==> src/rtl/pipe_pkg.sv <==
// Shared constants for the MIPS pipeline stage registers: fill-level encoding,
// per-stage payload/control widths and per-stage bubble control values.
package pipe_pkg;

  localparam logic [1:0] CNT_EMPTY = 2'd0;
  localparam logic [1:0] CNT_ONE   = 2'd1;
  localparam logic [1:0] CNT_FULL  = 2'd2;

  typedef enum logic [1:0] {
    ST_EMPTY = CNT_EMPTY,
    ST_ONE   = CNT_ONE,
    ST_FULL  = CNT_FULL
  } fill_e;

  localparam int IFID_DATA_W  = 96;
  localparam int IFID_CTRL_W  = 2;
  localparam int IDEX_DATA_W  = 128;
  localparam int IDEX_CTRL_W  = 16;
  localparam int EXMEM_DATA_W = 104;
  localparam int EXMEM_CTRL_W = 8;
  localparam int MEMWB_DATA_W = 104;
  localparam int MEMWB_CTRL_W = 4;

  localparam logic [IFID_CTRL_W-1:0]  IFID_CTRL_RST  = '0;
  localparam logic [IDEX_CTRL_W-1:0]  IDEX_CTRL_RST  = '0;
  localparam logic [EXMEM_CTRL_W-1:0] EXMEM_CTRL_RST = '0;
  localparam logic [MEMWB_CTRL_W-1:0] MEMWB_CTRL_RST = '0;

endpackage

==> src/rtl/pipe_stage_reg_if.sv <==
// Valid/ready handshake bundle between two pipeline stages; the producer side
// drives valid/data/ctrl through the master modport, the consumer drives ready.
interface pipe_stage_reg_if #(
  parameter int DATA_W = pipe_pkg::IDEX_DATA_W,
  parameter int CTRL_W = pipe_pkg::IDEX_CTRL_W
);
  logic              valid;
  logic              ready;
  logic [DATA_W-1:0] data;
  logic [CTRL_W-1:0] ctrl;

  modport master (output valid, output data, output ctrl, input  ready);
  modport slave  (input  valid, input  data, input  ctrl, output ready);
endinterface

==> src/rtl/pipe_entry_reg.sv <==
// One data+control holding register with synchronous clear (priority) and load.
module pipe_entry_reg #(
  parameter int DATA_W = 128,
  parameter int CTRL_W = 16
) (
  input  logic              i_clk,
  input  logic              i_reset,
  input  logic              i_clear,
  input  logic              i_load,
  input  logic [DATA_W-1:0] i_data,
  input  logic [CTRL_W-1:0] i_ctrl,
  output logic [DATA_W-1:0] o_data,
  output logic [CTRL_W-1:0] o_ctrl
);

  logic [DATA_W-1:0] data_q;
  logic [CTRL_W-1:0] ctrl_q;

  // NOTE: non-blocking assignments keep every flop sampling pre-edge values.
  always_ff @(posedge i_clk or negedge i_reset) begin
    if (!i_reset) begin
      data_q <= '0;
      ctrl_q <= '0;
    end else if (i_clear) begin
      data_q <= '0;
      ctrl_q <= '0;
    end else if (i_load) begin
      data_q <= i_data;
      ctrl_q <= i_ctrl;
    end
  end

  assign o_data = data_q;
  assign o_ctrl = ctrl_q;

endmodule

==> src/rtl/pipe_stage_reg.sv <==
// Handshaked pipeline stage register with flush, debug step gating and bubble
// masking of control. Define PIPE_SKID_EN for the 2-entry skid / registered-ready build.
module pipe_stage_reg
  import pipe_pkg::*;
#(
  parameter int                DATA_W   = IDEX_DATA_W,
  parameter int                CTRL_W   = IDEX_CTRL_W,
  parameter logic [CTRL_W-1:0] CTRL_RST = '0
) (
  input  logic                 i_clk,
  input  logic                 i_reset,
  input  logic                 i_flush,
  input  logic                 i_step,
  pipe_stage_reg_if.slave      up,
  pipe_stage_reg_if.master     dn,
  output logic [1:0]           o_count
);

  fill_e             state_q, state_d;
  logic              accept, rel;
  logic              main_load;
  logic [DATA_W-1:0] main_din, main_data;
  logic [CTRL_W-1:0] main_cin, main_ctrl;

`ifdef PIPE_SKID_EN
  logic              skid_load, main_from_skid, ready_q;
  logic [DATA_W-1:0] skid_data;
  logic [CTRL_W-1:0] skid_ctrl;
`endif

  assign accept   = up.valid & up.ready & i_step & ~i_flush;
  assign rel      = dn.valid & dn.ready & i_step;
  assign dn.valid = (state_q != ST_EMPTY);
  assign dn.data  = main_data;
  assign dn.ctrl  = dn.valid ? main_ctrl : CTRL_RST;
  assign o_count  = state_q;

  always_ff @(posedge i_clk or negedge i_reset) begin
    if (!i_reset) state_q <= ST_EMPTY;
    else          state_q <= state_d;
  end

  // NOTE: every always_comb output gets a default first so no latch is inferred.
  always_comb begin
    state_d   = state_q;
    main_load = 1'b0;
`ifdef PIPE_SKID_EN
    skid_load      = 1'b0;
    main_from_skid = 1'b0;
`endif
    if (i_flush) begin
      state_d = ST_EMPTY;
    end else begin
      case (state_q)
        ST_EMPTY: if (accept) begin
          state_d   = ST_ONE;
          main_load = 1'b1;
        end
        ST_ONE: begin
          if (accept) begin
`ifdef PIPE_SKID_EN
            if (rel) begin
              main_load = 1'b1;
            end else begin
              state_d   = ST_FULL;
              skid_load = 1'b1;
            end
`else
            main_load = 1'b1;
`endif
          end else if (rel) begin
            state_d = ST_EMPTY;
          end
        end
`ifdef PIPE_SKID_EN
        ST_FULL: if (rel) begin
          state_d        = ST_ONE;
          main_load      = 1'b1;
          main_from_skid = 1'b1;
        end
`endif
        default: state_d = ST_EMPTY;
      endcase
    end
  end

`ifdef PIPE_SKID_EN
  // Ready comes from a flop so i_ready never reaches o_ready combinationally.
  always_ff @(posedge i_clk or negedge i_reset) begin
    if (!i_reset) ready_q <= 1'b1;
    else          ready_q <= (state_d != ST_FULL);
  end

  assign up.ready = ready_q & i_step;
  assign main_din = main_from_skid ? skid_data : up.data;
  assign main_cin = main_from_skid ? skid_ctrl : up.ctrl;

  pipe_entry_reg #(.DATA_W(DATA_W), .CTRL_W(CTRL_W)) u_skid (
    .i_clk   (i_clk),
    .i_reset (i_reset),
    .i_clear (i_flush),
    .i_load  (skid_load),
    .i_data  (up.data),
    .i_ctrl  (up.ctrl),
    .o_data  (skid_data),
    .o_ctrl  (skid_ctrl)
  );
`else
  assign up.ready = i_step & ~i_flush & (~dn.valid | dn.ready);
  assign main_din = up.data;
  assign main_cin = up.ctrl;
`endif

  pipe_entry_reg #(.DATA_W(DATA_W), .CTRL_W(CTRL_W)) u_main (
    .i_clk   (i_clk),
    .i_reset (i_reset),
    .i_clear (i_flush),
    .i_load  (main_load),
    .i_data  (main_din),
    .i_ctrl  (main_cin),
    .o_data  (main_data),
    .o_ctrl  (main_ctrl)
  );

endmodule

==> src/flat_wrapper.sv <==
// flat-port wrapper written by rule: the top's interface ports become plain ports
module pipe_stage_reg_flat import pipe_pkg::*;
#(
  parameter int                DATA_W   = IDEX_DATA_W,
  parameter int                CTRL_W   = IDEX_CTRL_W,
  parameter logic [CTRL_W-1:0] CTRL_RST = '0
)
  (i_clk, i_reset, i_flush, i_step, o_count, up_valid, up_data, up_ctrl, up_ready, dn_valid, dn_data, dn_ctrl, dn_ready);
  pipe_stage_reg_if #(.DATA_W(DATA_W), .CTRL_W(CTRL_W)) up_i ();
  pipe_stage_reg_if #(.DATA_W(DATA_W), .CTRL_W(CTRL_W)) dn_i ();
  input  logic i_clk;
  input  logic i_reset;
  input  logic i_flush;
  input  logic i_step;
  output logic [1:0] o_count;
  input wire logic [$bits(up_i.valid)-1:0] up_valid;
  input wire logic [$bits(up_i.data)-1:0] up_data;
  input wire logic [$bits(up_i.ctrl)-1:0] up_ctrl;
  output wire logic [$bits(up_i.ready)-1:0] up_ready;
  output wire logic [$bits(dn_i.valid)-1:0] dn_valid;
  output wire logic [$bits(dn_i.data)-1:0] dn_data;
  output wire logic [$bits(dn_i.ctrl)-1:0] dn_ctrl;
  input wire logic [$bits(dn_i.ready)-1:0] dn_ready;
  assign up_i.valid = up_valid;
  assign up_i.data = up_data;
  assign up_i.ctrl = up_ctrl;
  assign up_ready = up_i.ready;
  assign dn_valid = dn_i.valid;
  assign dn_data = dn_i.data;
  assign dn_ctrl = dn_i.ctrl;
  assign dn_i.ready = dn_ready;
  pipe_stage_reg #(.DATA_W(DATA_W), .CTRL_W(CTRL_W), .CTRL_RST(CTRL_RST)) u_core (.i_clk(i_clk), .i_reset(i_reset), .i_flush(i_flush), .i_step(i_step), .up(up_i), .dn(dn_i), .o_count(o_count));
endmodule
==> config.mk <==
export PLATFORM = sky130hd
export DESIGN_NAME = pipe_stage_reg_flat
export DESIGN_NICKNAME = d
export VERILOG_FILES = /design/src/rtl/pipe_pkg.sv /design/src/rtl/pipe_stage_reg_if.sv /design/src/rtl/pipe_entry_reg.sv /design/src/rtl/pipe_stage_reg.sv /design/src/flat_wrapper.sv
export SDC_FILE = /design/constraint.sdc
export NUM_CORES = 1
export LEC_CHECK = 0
export BUFFER_PORTS_ARGS = -buffer_cell sky130_fd_sc_hd__buf_4
export CAP_MARGIN = 20
export CORE_ASPECT_RATIO = 1.2
export CORE_MARGIN = 2
export CORE_UTILIZATION = 45
export CTS_CLUSTER_SIZE = 8
export DETAILED_ROUTE_END_ITERATION = 8
export GPL_TIMING_DRIVEN = 0
export PLACE_DENSITY = 0.79
export SLEW_MARGIN = 30
export SYNTH_ARGS = -nofsm -noshare
export SYNTH_HDL_FRONTEND = slang
export SYNTH_HIERARCHICAL = 1
export SYNTH_SLANG_ARGS = --single-unit
==> constraint.sdc <==
create_clock -name i_clk -period 1.78 [get_ports i_clk]
set_input_delay 0 -clock i_clk [delete_from_list [all_inputs] [get_ports i_clk]]
set_output_delay 0 -clock i_clk [all_outputs]
set_load 0.1 [all_outputs]
# Yosys cells after proc, flatten, opt, wreduce, memory -nomap -nowiden
# Cells that the tools add are included.
[op_classes] mul=0 mux=13 bitwise=10 n_eq_ne=4 div=0 n_shift=0 reduce_logical=5 add_sub_neg=0 order_cmp=0
[ops] cell="2-to-1 mux 128 bit" n=2
[ops] cell="2-to-1 mux 16 bit" n=3
[ops] cell="2-to-1 mux 2 bit" n=4
[ops] cell="AND 1 bit" n=7
[ops] cell="!= test 3 x 2 -> 1 bit (second input constant)" n=2
[ops] cell="one-hot mux 2 bit (2 select lines)" n=1
[ops] cell="nonzero test 2 bit" n=2
[ops] cell="2-to-1 mux 1 bit" n=3
[ops] cell="!= test 3 bit (second input constant)" n=1
[ops] cell="AND reduction 3 bit" n=1
[ops] cell="== test 2 x 1 -> 1 bit (second input constant)" n=1
[ops] cell="logical NOT 2 bit" n=1
[ops] cell="NOT 1 bit" n=2
[ops] cell="OR reduction 2 bit" n=1
[ops] cell="bitwise OR 1 bit" n=1
[word_totals] ff_bits=146 mem_bits_rw=0 latch_bits=0 n_memories=0 output_inout_bits=148 romBits=0 wordCells=35 input_bits=150

# Depth between registers and ports, before layout
[logic_depth] ltp_word=12 mapped_depth=7 ltp_nobuf=4

# Hierarchy
# Netlist, hierarchy kept.
[by_module_without_submodules] mod="pipe_entry_reg" seq_area_each_um2=3603.5 cells_per_inst=464 area_per_inst_um2=5800.6 instances=1
[by_module_without_submodules] mod="pipe_stage_reg" seq_area_each_um2=25.0 cells_per_inst=27 area_per_inst_um2=216.5 instances=1

# Worst setup path before layout
# Ideal clock, no wire load.
[synth_path] kind="register to output" from="reg u_core.state_q[0] (netlist: u_core/o_count[0])" to="out up_ready" t_arrival_ns=3.270 n_path_buf=0 stages_incl_launch_ff=3 slack_ns=-1.490 required_ns=1.780 path_cell_list="dfrtp_1 nor2b_4 nor3b_1"
[synth_between] elab_chain_len=4
[synth_lines] element="from (decl)" line_no="pipe_stage_reg.sv:19" rtl="fill_e state_q, state_d;"
[synth_lines] element="from (signal assigned)" line_no="pipe_stage_reg.sv:40" rtl="else state_q <= state_d;"
[synth_lines] element="nonzero test 2 bit" line_no="pipe_stage_reg.sv:33" rtl="assign dn.valid = (state_q != ST_EMPTY);"
[synth_lines] element="NOT 1 bit" line_no="pipe_stage_reg.sv:109" rtl="assign up.ready = i_step & ~i_flush & (~dn.valid | dn.ready);"
[synth_lines] element="bitwise OR 1 bit" line_no="pipe_stage_reg.sv:109"
[synth_lines] element="AND 1 bit" line_no="pipe_stage_reg.sv:109"
[synth_lines] element="to (decl)" line_no="flat_wrapper.sv:19" rtl="output wire logic [$bits(up_i.ready)-1:0] up_ready;"
# No other way between the ends.

# Worst setup path after layout
[layout_path] from="reg u_core.state_q[0] (netlist: u_core/o_count[0])" to="reg u_core.u_main.data_q[116] (netlist: u_core/u_main/o_data[116])"
[layout_between] elab_chain_len=11 word_cells_on_any_way=14 cone_classes="eq/ne: 1; mux: 3; bitwise: 6; reduce/logical: 4"
[layout_lines] element="nonzero test 2 bit" line_no="pipe_stage_reg.sv:33"
[layout_lines] element="NOT 1 bit" line_no="pipe_stage_reg.sv:109"
[layout_lines] element="bitwise OR 1 bit" line_no="pipe_stage_reg.sv:109"
[layout_lines] element="AND 1 bit" line_no="pipe_stage_reg.sv:109"
[layout_lines] element="AND 1 bit (3 in a row)" line_no="pipe_stage_reg.sv:31" rtl="assign accept = up.valid & up.ready & i_step & ~i_flush;"
[layout_lines] element="2-to-1 mux 1 bit" line_no="pipe_stage_reg.sv:55, pipe_stage_reg.sv:60"
[layout_lines] element="2-to-1 mux 1 bit *"
[layout_lines] element="2-to-1 mux 1 bit *" line_no="pipe_stage_reg.sv:51" rtl="if (i_flush) begin"
[layout_lines] element="net u_core.main_load" line_no="pipe_stage_reg.sv:21" rtl="logic main_load;"
[layout_lines] element="nonzero test 2 bit (no line) *"
[layout_lines] element="to (signal assigned)" line_no="pipe_entry_reg.sv:28" rtl="data_q <= i_data;"
[layout_lines] element="to (decl)" line_no="pipe_entry_reg.sv:16" rtl="logic [DATA_W-1:0] data_q;"
# The timed path passes the listed nets; every way through them passes the cells marked *.
# A chain may end at the register's enable or synchronous reset.

==> results.toml <==
[synthesis]
yosysWarnings = 6
netlist_area_mm2 = 0.00602
ys_seq_elements = 145
ys_seq_area_frac = 0.603
synth_nets = 641
synth_cell_type_count = 17
synth.avg_cell_area_um2 = 12.3
syn_inst = 491

[critical_path]
slowest_stage = "dfrtp_4"
endpoint_kind = "register"
cp_max_fo = 5
cpMostUsedCell = "buf_16"
max_stage_delay_ps = 460
critPathRequiredTime_ps = 2040
crit_type = "register to register"
critPathArrivalTime_ps = 2420
worstSetupStartpointType = "register"
crit_chain = "nor2b_4, nor4bb_4, buf_6, buf_4, buf_16, buf_16, mux2i_1, nor2_1"

[detailed_routing]
routed_wl_um = 25000
vias_per_cell = 5.23
ant_nets = 0
wl_per_cell_um = 21.7
drt_iter0_drc = 367
drc = 0
dr.pass1.iters = 5
vias = 6044

[cts]
cts.clk_slew.worst_paths_ps = 60
clockBufferDepth = 2
clkSinkCount = 145
cts_buffers = 17
root_buffer = "clkbuf_16"
htree_num_levels = 4
cts_tree = "yes"
clk_latency_ps = 410

[global_route]
grt.overflow.total = 0
grt_first_pass_wirelength_um = 32300
grt_pass1_vias = 6279
track_usage = 0.299
antenna_found_initial = 0
grt_max_degree = 74

[place]
gp_congestion = 0.766
port_buffers = 296
dp_hpwl_um = 12700

[sta]
final.setup.tns_ps = -7550
worst_slack_ps = -377
finalSetupViolations = 101
max_freq_mhz = 464
relSlewSlack = 0.607
final_hold_viol_count = 0
fin_worst_skew_ps = 12.7
slew_viol_final = 0
fin_crit_ps = 2160
rsz0062_at_grt = "true"
period_share = 1.21
worst_pin_slew_ps = 589

[finish]
fin_util = 0.857
syn_to_final_growth_pct = 86.9
fillerInstances = 637
final_net_count = 1124
layout-drive-gt1-share = 0.412

[floorplan]
dieArea_mm2 = 0.0143
start_util = 0.459
ioPinCount = 298
fp.dieH_um = 131
rows = 46
die_w_um = 110
design.core.area_mm2 = 0.0131

[power_and_ir_drop]
power_leakage_nw = 5.44
powerDensity_mw_per_mm2 = 819
ir_drop_uv = 599

[outcome]
status = "complete, but fails checks"
violations = "negative setup slack"

[flow_run]
maxCapViolations = 0

[hold_path]
hp-class = "input port to async pin"
[metal layers]
layer	global-route usage	vias up	wire [um]
li1	-	2596	-
met1	0.318	2971	8440
met2	0.536	377	13200
met3	0.0739	100	1980
met4	0.173	0	1390
met5	0	-	0
[layout make-up]
cell class	count	area, um^2	share of cell area
Antenna cell	2	5.00	0.000445
Multi-Input combinational cell	311	2350	0.209
Tap cell	168	210	0.0187
Sequential cell	145	3630	0.323
Clock buffer	20	457	0.0406
Clock inverter	11	131	0.0117
Buffer	33	345	0.0307
Timing Repair Buffer	466	4110	0.365
[final timing paths]
path	from	depth (start not counted)	endpoint	slack [ps]
min in group i_clk	up_data[36]	4	u_core/u_main/o_data[36]	390
worst min-delay path	i_reset	2	u_core/u_main/o_data[84]	150
worst max register to register	u_core/o_count[0]	8	u_core/u_main/o_data[116]	-380
worst max-delay path	u_core/o_count[0]	8	u_core/u_main/o_data[116]	-380
worst min register to register	u_core/u_main/o_ctrl[6]	2	u_core/u_main/o_ctrl[6]	520
max in group asynchronous	i_reset	3	u_core/u_main/o_data[59]	850
[cell families (layout without fill, tap and decap cells)]
family	count (synthesis)	after routing	synth area share
simple gates	164	164	0.115
mux	144	144	0.240
flops	145	145	0.603
buf+inv	35	530	0.0391
other cells	1	3	0.000623
compound gates	2	2	0.00312
[timing repair]
item                                    4_1_cts  5_1_grt
hold buffers                                147        0
pin swaps                                     2        7
cloned                                        3        8
setup buffers                                10        2
gates resized for setup                      23       44
hold endpoints to repair                    217        0
endpoints found under the setup margin      141      144
[critical path: cells and delay by family, from the launching register on]
family,cells,cell delay (ps)
flip-flops,1,460
AND/OR/NAND/NOR,3,580
multiplexers,1,450
buffers and inverters,4,520
[cell usage after synthesis, drive strengths merged]
| master | count | share of area |
|---|---|---|
| nor2b | 1 | 0.0023 |
| conb | 1 | 0.00062 |
| nor2 | 144 | 0.090 |
| nand2 | 1 | 0.00062 |
| buf | 25 | 0.033 |
| dfrtp | 145 | 0.60 |
| a21bo | 1 | 0.0017 |
| nor3b | 1 | 0.0012 |
| clkbuf | 10 | 0.0064 |
| mux2i | 144 | 0.24 |
| and2 | 16 | 0.018 |
| a21oi | 1 | 0.0015 |
| nor4bb | 1 | 0.0027 |
[stage by stage]
stage                     std cells  hold WS [ps]  power, mW  cell area [um^2]  setup slack [ps]
after CTS                      1145           160       9.02             10800             -77.3
final                          1156           155       9.21             11200              -377
after detailed placement        956          2.86       5.19              8530              -178
after global placement          955           193       5.15              8500              -103
after global routing           1154           195       9.50             11200              -407
after floorplan                 491          -296       4.59              6060              -108
[cells in the final DEF (no fill, tap or decap)]
| cell | netlist | final |
|---|---|---|
| dfrtp_1 | 145 | 144 |
| dfrtp_4 | 0 | 1 |
| mux2i_4 | 0 | 12 |
| clkbuf_2 | 1 | 1 |
| buf_12 | 0 | 11 |
| conb_1 | 1 | 1 |
| mux2i_1 | 144 | 127 |
| clkinvlp_4 | 0 | 3 |
| nand2_1 | 1 | 1 |
| buf_4 | 11 | 306 |
| clkinv_2 | 0 | 1 |
| bufinv_16 | 0 | 2 |
| buf_8 | 0 | 4 |
| buf_2 | 7 | 7 |
| nor2b_4 | 1 | 1 |
| clkbuf_16 | 0 | 25 |
| clkinv_4 | 0 | 3 |
| clkbuf_8 | 0 | 2 |
| diode_2 | 0 | 2 |
| nor4bb_4 | 0 | 1 |
| buf_16 | 0 | 4 |
| and2_2 | 6 | 6 |
| nor3b_4 | 0 | 1 |
| inv_6 | 0 | 2 |
| a21oi_2 | 1 | 1 |
| mux2i_2 | 0 | 5 |
| buf_6 | 7 | 2 |
| a21bo_1 | 1 | 1 |
| and2_1 | 10 | 10 |
| nor2_1 | 144 | 139 |
| clkbuf_1 | 9 | 10 |
| nor2_2 | 0 | 5 |
| dlygate4sd3_1 | 0 | 147 |
[power by group]
group	switching [mW]	total, mW	internal [mW]	leakage [nW]
logic	1.32	2.15	0.833	3.17
registers	0.0813	3.48	3.40	1.99
clock network	1.42	3.57	2.15	0.279
[flip-flops by register name (all words and copies together) (netlist names)]
register and flops:
u_core/u_main/o_ctrl 16, u_core/o_count 1, u_core/u_main/o_data 128
No activity file was read; power rests on OpenSTA's default activity.
